**config.mk**
```make
export PLATFORM = sky130hd
export DESIGN_NAME = rc_pipelined
export DESIGN_NICKNAME = d
export VERILOG_FILES = /design/src/rtl/rc_pipelined.sv
export SDC_FILE = /design/constraint.sdc
export NUM_CORES = 1
export LEC_CHECK = 0
export ABC_CLOCK_PERIOD_IN_PS = 1300
export CORE_MARGIN = 2
export CORE_UTILIZATION = 33
export CTS_CLUSTER_SIZE = 40
export DETAILED_ROUTE_END_ITERATION = 10
export PLACE_DENSITY = 0.72
export SYNTH_ARGS = -nofsm -noshare
export SYNTH_HDL_FRONTEND = slang
export SYNTH_SLANG_ARGS = --single-unit
```
**constraint.sdc**
```tcl
create_clock -name clk -period 1.3 [get_ports clk]
set_clock_uncertainty 0.1 [all_clocks]
set_input_delay 0.26 -clock clk [delete_from_list [all_inputs] [get_ports clk]]
set_output_delay 0.26 -clock clk [all_outputs]
set_load 0.1 [all_outputs]
```
**src/rtl/rc_pipelined.sv**
```systemverilog
`default_nettype none
//============================================================================
// Module      : rc_pipelined
// Description : Registered XY / west-first routing computation for one input
//               VC of a 2D-mesh router. It holds the route until tailRelease.
//               Optional escape-VC reservation: define RC_ESCAPE_VC_EN.
//               The tail-release port is named tailRelease because "release"
//               is a reserved word.
// Revision    : 1.0 - initial release
//============================================================================
`ifndef N
`define N 5
`endif
`ifndef V
`define V 4
`endif

module rc_pipelined #(
  parameter int CUR_X   = 0,
  parameter int CUR_Y   = 0,
  parameter int COORD_W = 4,
  parameter int ALGO    = 0
) (
  input  logic                 clk,
  input  logic                 rst,
  input  logic                 headValid,
  output logic                 headReady,
  input  logic [2*COORD_W-1:0] dst,
  input  logic [`N-1:0]        portBusy,
  input  logic                 tailRelease,
  output logic                 routeValid,
  output logic [`N-1:0]        candidateOutPort,
  output logic [`V-1:0]        candidateOutVC,
  output logic [`N-1:0]        escapeOutPort
);

  localparam logic [`N-1:0] C_PORT_ONE  = {{(`N-1){1'b0}}, 1'b1};
  localparam logic [`N-1:0] C_LOCAL     = C_PORT_ONE;
  localparam logic [`N-1:0] C_EAST      = C_PORT_ONE << 1;
  localparam logic [`N-1:0] C_WEST      = C_PORT_ONE << 2;
  localparam logic [`N-1:0] C_NORTH     = C_PORT_ONE << 3;
  localparam logic [`N-1:0] C_SOUTH     = C_PORT_ONE << 4;
  localparam logic [`V-1:0] C_VC_ALL    = {`V{1'b1}};
  localparam logic [`V-1:0] C_VC_ESCAPE = {{(`V-1){1'b0}}, 1'b1};
  localparam logic [COORD_W:0] C_CUR_X  = {1'b0, CUR_X[COORD_W-1:0]};
  localparam logic [COORD_W:0] C_CUR_Y  = {1'b0, CUR_Y[COORD_W-1:0]};

  typedef enum logic [1:0] {
    IDLE = 2'd0,
    CALC = 2'd1,
    HOLD = 2'd2
  } state_t;

  state_t               r_state;
  logic [2*COORD_W-1:0] r_dst;

  logic [COORD_W:0] w_dx, w_dy;
  logic             w_dx_neg, w_dx_pos, w_dy_neg, w_dy_pos;
  logic [`N-1:0]    w_xy_port, w_wf_set, w_wf_free, w_wf_port, w_final_port;
  logic             w_wf_multi, w_final_multi;
  logic [`V-1:0]    w_vc;
  logic [`N-1:0]    w_esc;

  // Offsets are two's complement (COORD_W+1) bits; the MSB is the sign.
  assign w_dx     = {1'b0, r_dst[2*COORD_W-1:COORD_W]} - C_CUR_X;
  assign w_dy     = {1'b0, r_dst[COORD_W-1:0]} - C_CUR_Y;
  assign w_dx_neg = w_dx[COORD_W];
  assign w_dy_neg = w_dy[COORD_W];
  assign w_dx_pos = !w_dx_neg && (w_dx != '0);
  assign w_dy_pos = !w_dy_neg && (w_dy != '0);

  assign headReady = (r_state == IDLE);

  always_comb begin
    w_xy_port = C_LOCAL;
    if (w_dx_pos)      w_xy_port = C_EAST;
    else if (w_dx_neg) w_xy_port = C_WEST;
    else if (w_dy_pos) w_xy_port = C_NORTH;
    else if (w_dy_neg) w_xy_port = C_SOUTH;

    w_wf_set = '0;
    if (w_dx_neg) begin
      w_wf_set = C_WEST;
    end else begin
      if (w_dx_pos) w_wf_set = w_wf_set | C_EAST;
      if (w_dy_pos) w_wf_set = w_wf_set | C_NORTH;
      if (w_dy_neg) w_wf_set = w_wf_set | C_SOUTH;
      if (w_wf_set == '0) w_wf_set = C_LOCAL;
    end

    // Prune busy candidates only when a free alternative remains.
    w_wf_free  = w_wf_set & ~portBusy;
    w_wf_multi = |(w_wf_set & (w_wf_set - C_PORT_ONE));
    w_wf_port  = (w_wf_multi && (w_wf_free != '0)) ? w_wf_free : w_wf_set;

    w_final_port  = (ALGO == 1) ? w_wf_port : w_xy_port;
    w_final_multi = |(w_final_port & (w_final_port - C_PORT_ONE));

`ifdef RC_ESCAPE_VC_EN
    // Adaptive choices leave VC0 free for the deadlock-free XY escape path.
    if ((ALGO == 1) && w_final_multi) begin
      w_vc  = C_VC_ALL & ~C_VC_ESCAPE;
      w_esc = w_xy_port;
    end else begin
      w_vc  = C_VC_ALL;
      w_esc = w_final_port;
    end
`else
    w_vc  = C_VC_ALL;
    w_esc = '0;
`endif
  end

  always_ff @(posedge clk) begin
    if (rst) begin
      r_state          <= IDLE;
      r_dst            <= '0;
      routeValid       <= 1'b0;
      candidateOutPort <= '0;
      candidateOutVC   <= '0;
      escapeOutPort    <= '0;
    end else begin
      case (r_state)
        IDLE: begin
          if (headValid) begin
            r_dst   <= dst;
            r_state <= CALC;
          end
        end
        CALC: begin
          routeValid       <= 1'b1;
          candidateOutPort <= w_final_port;
          candidateOutVC   <= w_vc;
          escapeOutPort    <= w_esc;
          r_state          <= HOLD;
        end
        HOLD: begin
          if (tailRelease) begin
            routeValid       <= 1'b0;
            candidateOutPort <= '0;
            candidateOutVC   <= '0;
            escapeOutPort    <= '0;
            r_state          <= IDLE;
          end
        end
        default: r_state <= IDLE;
      endcase
    end
  end

endmodule
`default_nettype wire

```
Word level (Yosys, flattened, before mapping). Cells that the tools add are included.

Register bits: 25. Input bits: 17. Output and inout port bits: 16.

Equal/unequal tests: 4. Multiplexer cells: 12. Reduce and logical (&&, ||, !) cells: 7.

Operators with widths (number): case mux 5 bit (2 select lines) (2); two-way mux 5 bit (2); nonzero test 5 bit (2); two-way mux 4 bit (2); case mux 4 bit (2 select lines) (1); case mux 2 bit (3 select lines) (1); AND reduction 2 bit (3); two-way mux 2 bit (2); != test 2 bit, second input constant (2); == test 2 x 1 -> 1 bit, second input constant (1); == test 2 bit, second input constant (1); zero test 2 bit (1); case mux 1 bit (2 select lines) (1); nonzero test 2 bit (1); two-way mux 1 bit (1).

Logic depth before layout (Yosys ltp). Gate-level depths: netlist of run 1.

Depth after elaboration: 4. Depth in mapped cells: 4. Mapped depth without buffers: 3.

Worst setup path after synthesis of run 1. Ideal clock, no wire load.

Path type: register to output. Start: reg r_state[0]. End: out headReady. Arrival time: 1595 ps. Slack: -655 ps. Cell stages (with the launch flop): 2. Path through: dfxtp_1 nor2_1.

Word-level cells in the longest chain between the ends: 1.

RTL lines: from (decl) (line 54) `state_t r_state;`; from (signal assigned) (line 116) `r_state <= IDLE;`; from (signal assigned) (line 127) `r_state <= CALC;`; from (signal assigned) (line 135) `r_state <= HOLD;`; zero test 2 bit (line 72) `assign headReady = (r_state == IDLE);`; to (decl) (line 27) `output logic headReady,`.

No other way between the ends.

Final worst setup path of run 1.
Start: reg r_state[1]. End: out headReady.

Same word-level chain as after synthesis.

==> results of run 1 <==
[sequential cells by signal, summed over array words and instances (netlist names)]
register,count
r_dst,8
candidateOutPort,3
r_state,2
candidateOutVC,1
[synth_stat cells]
cell / count / share of area
sky130_fd_sc_hd__dfxtp_1: 14 / 0.45
sky130_fd_sc_hd__buf_4: 11 / 0.13
sky130_fd_sc_hd__nor2_1: 10 / 0.060
sky130_fd_sc_hd__mux2i_1: 8 / 0.13
sky130_fd_sc_hd__a21oi_1: 2 / 0.016
sky130_fd_sc_hd__nor2b_1: 2 / 0.020
sky130_fd_sc_hd__nor3_1: 2 / 0.016
sky130_fd_sc_hd__a21o_1: 1 / 0.012
sky130_fd_sc_hd__a22o_1: 1 / 0.014
sky130_fd_sc_hd__a22o_2: 1 / 0.016
sky130_fd_sc_hd__and3b_1: 1 / 0.014
sky130_fd_sc_hd__buf_2: 1 / 0.0080
sky130_fd_sc_hd__clkbuf_1: 1 / 0.0060
sky130_fd_sc_hd__conb_1: 1 / 0.0060
sky130_fd_sc_hd__nand2_1: 1 / 0.0060
sky130_fd_sc_hd__nand2b_1: 1 / 0.010
sky130_fd_sc_hd__nand3b_1: 1 / 0.012
sky130_fd_sc_hd__nor3b_1: 1 / 0.012
sky130_fd_sc_hd__nor4_1: 1 / 0.010
sky130_fd_sc_hd__nor4_2: 1 / 0.020
sky130_fd_sc_hd__or3b_2: 1 / 0.014
sky130_fd_sc_hd__or4_4: 1 / 0.018
[worst max-delay path, stage by stage (launching register included)]
cell	delay (ps)
sky130_fd_sc_hd__dfxtp_2	330
sky130_fd_sc_hd__buf_6	110
sky130_fd_sc_hd__nor2_4	110
sky130_fd_sc_hd__buf_12	180
[worst min path at each step]
stage | slack, ps | cells after the start | from | endpoint
6_report | 400 | 2 | r_dst[2]$_SDFFE_PP0P_ | r_dst[2]$_SDFFE_PP0P_
3_5_place_dp | 390 | 2 | r_dst[0]$_SDFFE_PP0P_ | r_dst[0]$_SDFFE_PP0P_
5_1_grt | 420 | 1 | candidateOutPort[1]$_SDFFE_PP0P_ | candidateOutPort[1]$_SDFFE_PP0P_
2_1_floorplan | 230 | 1 | rst | r_state[0]$_SDFFE_PP0P_
3_3_place_gp | 370 | 2 | r_dst[0]$_SDFFE_PP0P_ | r_dst[0]$_SDFFE_PP0P_
4_1_cts | 410 | 1 | candidateOutPort[1]$_SDFFE_PP0P_ | candidateOutPort[1]$_SDFFE_PP0P_
[final cells by class]
class	count	area, um^2	area share
timing repair buffer	31	380	0.368
multi-input combinational	43	307	0.297
sequential	14	289	0.280
tap	25	31.3	0.0303
clock buffer	4	26.3	0.0254
[per-stage QoR]
step | cells | power [uW] | setup slack, ps | hold WS [ps] | instance area, um^2
CTS | 115 | 1230 | -84.6 | 410 | 1010
global route | 117 | 1280 | -101 | 415 | 1030
finish | 117 | 1230 | -71.6 | 401 | 1030
global placement | 108 | 956 | -265 | 375 | 936
floorplan | 70 | 830 | -20.1 | 232 | 661
detailed placement | 108 | 961 | -264 | 390 | 936
[what timing repair did]
item	CTS	global route
hold buffers	0	0
pin swaps	4	2
buffers inserted	3	1
resized for setup	8	2
setup endpoints to repair	4	17
cloned	0	1
[per-layer routing]
| layer | part of all wire | GRT usage |
|---|---|---|
| met5 | 0 | 0 |
| met4 | 0 | 0.0667 |
| met2 | 0.50 | 0.192 |
| met1 | 0.42 | 0.133 |
| met3 | 0.076 | 0.0226 |
[kinds of logic after synthesis]
family | count (synthesis)
and+or+nand+nor | 23
DFF | 14
other | 1
buffers and inverters | 13
muxes | 8
AOI/OAI and AO/OA | 5
[power groups by stage]
stage / Clock, uW / Sequential (uW) / Combinational (uW)
2_1_floorplan: 0 / 538 / 292
3_3_place_gp: 0 / 495 / 461
3_5_place_dp: 0 / 496 / 466
4_1_cts: 262 / 485 / 486
5_1_grt: 274 / 487 / 519
6_report: 246 / 484 / 497
==> flow_summary_export.csv, run 1 <==
group,metric,value,unit
clock_network,cts.path.max_buffers,2,
global_route,grt_first_pass_wirelength,1.76,mm
floorplanning,initial_utilization,0.358,
placed_design,buffer_ports.inserted,20,
power_and_ir_drop,pwr_density_cell,1190,nW/um^2
global_route,first_global_vias,447,
sta,setup_viol,6,
power_and_ir_drop,max-vdd-ir-drop,0.738,mV
worst_setup_path,critical_path.reg2reg.endpoint,"candidateOutPort[1]$_SDFFE_PP0P_",
clock_network,cts_tree,"built",
synthesis,synth_compound_area_frac,0.0581,
worst_setup_path,end_kind,"output pin",
synthesis,post_synth_instance_area,624,um^2
synthesis,synth_simple_gate_area_frac,0.212,
sta,finalHoldViolations,0,
floorplanning,row_count,15,
final_layout,final_common_cell,"sky130_fd_sc_hd__clkdlybuf4s50_1",
placed_design,detailedPlacementHpwl,844,um
worst_setup_path,critical_path.startpoint,"r_state[1]$_SDFFE_PP0P_",
synthesis,muxShareOfSynthArea,0.128,
global_route,grt_remaining_overflow,0,
clock_network,htree_num_levels,1,
detailed_routing,route.detailed.drc,0,
worst_setup_path,rrSetupSlack,-30,ps
global_route,antenna_violations_before_repair,0,
worst_setup_path,worst_r2r_path_depth,2,
final_layout,layout.cells.most_common_list,"sky130_fd_sc_hd__clkdlybuf4s50_1, sky130_fd_sc_hd__nor2_1, sky130_fd_sc_hd__dfxtp_1, sky130_fd_sc_hd__buf_4, sky130_fd_sc_hd__buf_12",
final_layout,post_route_cells_drive_above_1_share,0.391,
clock_network,clk_pin_slew_worst_paths,80,ps
outcome,run_status,"complete, but fails checks",
sta,final.setup.worst_slack,-71.6,ps
power_and_ir_drop,share_seq_of_total_power,0.394,
floorplanning,boundaryPins,33,
synthesis,yosys.area_share.adder,0,
worst_setup_path,rr_startpoint,"r_dst[6]$_SDFFE_PP0P_",
power_and_ir_drop,power.share.switching,0.378,
detailed_routing,totalWireLength,1.14,mm
synthesis,number_of_different_library_cells_in_the_post_synthesis_netlist,22,
global_route,grt_start_max_net_pins,13,
job,maxCapViolCount,0,
clock_network,cts_root_buf,"sky130_fd_sc_hd__clkbuf_4",
power_and_ir_drop,cellLeakagePower,0.000444,uW
clock_network,cts_buffers,3,
worst_setup_path,crit_path_start_kind,"flip-flop",
sta,rsz0062_at_grt,"true",
sta,maxSlewViolCount,0,
power_and_ir_drop,clock_power_share,0.201,
worst_setup_path,critPathCapture,"headReady",
final_layout,post-route-util,0.592,
floorplanning,die_area,2260,um^2
global_route,global_route.usage.total,0.114,
detailed_routing,dr_total_vias,506,
synthesis,seq_area_frac_synth,0.449,
worst_setup_path,worstSetupPathType,"flip-flop to output pin",
sta,period_share,1.06,
final_layout,nNetsFinal,110,
detailed_routing,drtIter0Drc,1,
worst_setup_path,critPathRequiredTime,940,ps
power_and_ir_drop,power_report.internal_total,763,uW
worst_setup_path,critical_path.max_fanout,2,
power_and_ir_drop,p_comb_frac,0.405,
outcome,violations,"negative setup slack",
synthesis,yosys.area_share.xor_xnor,0,
power_and_ir_drop,power.switching,464,uW
synthesis,dominant_combinational_cell_family_by_area_after_synthesis,"simple AND/OR/NAND/NOR gates",
final_layout,area_delta_synth_final,65.5,%
sta,finalWorstPathRequiredPeriod,1370,ps
floorplanning,die_x,47.5,um
detailed_routing,routed_wire_length_per_instance,9.72,um
final_layout,number_of_antenna_repair_diodes,0,
detailed_routing,detailedRoute.firstPassIterationCount,3,
floorplanning,fp.coreArea,1750,um^2
synthesis,post_synth_inst_count,64,
clock_network,clkLatencyLatePin,270,ps
min_path,hp-class,"flip-flop to flip-flop",
placed_design,globalplace.congestion,0.653,
synthesis,yosys_warnings,0,
synthesis,synthesis.area_per_instance,9.76,um^2
sta,setup_tns,-109,ps
sta,maximum_operating_frequency,729,MHz
floorplanning,die_h,47.5,um
detailed_routing,antenna_left,0,
detailed_routing,vias_per_cell,4.32,
synthesis,total_of_flip_flops_plus_latches_after_synthesis,14,
clock_network,cts_num_sinks,14,
worst_setup_path,critical_path_arrival,1010,ps
final_layout,n_fill_cell,166,
Note: power is estimated with default switching activity, not from simulation.
==> inputs of run 2 (changes only) <==
- CTS_CLUSTER_SIZE: 40 -> 16
- SLEW_MARGIN: unset -> 20
==> results of run 2 <==
The final DEF is identical to that of run 1; final timing and power are the same.
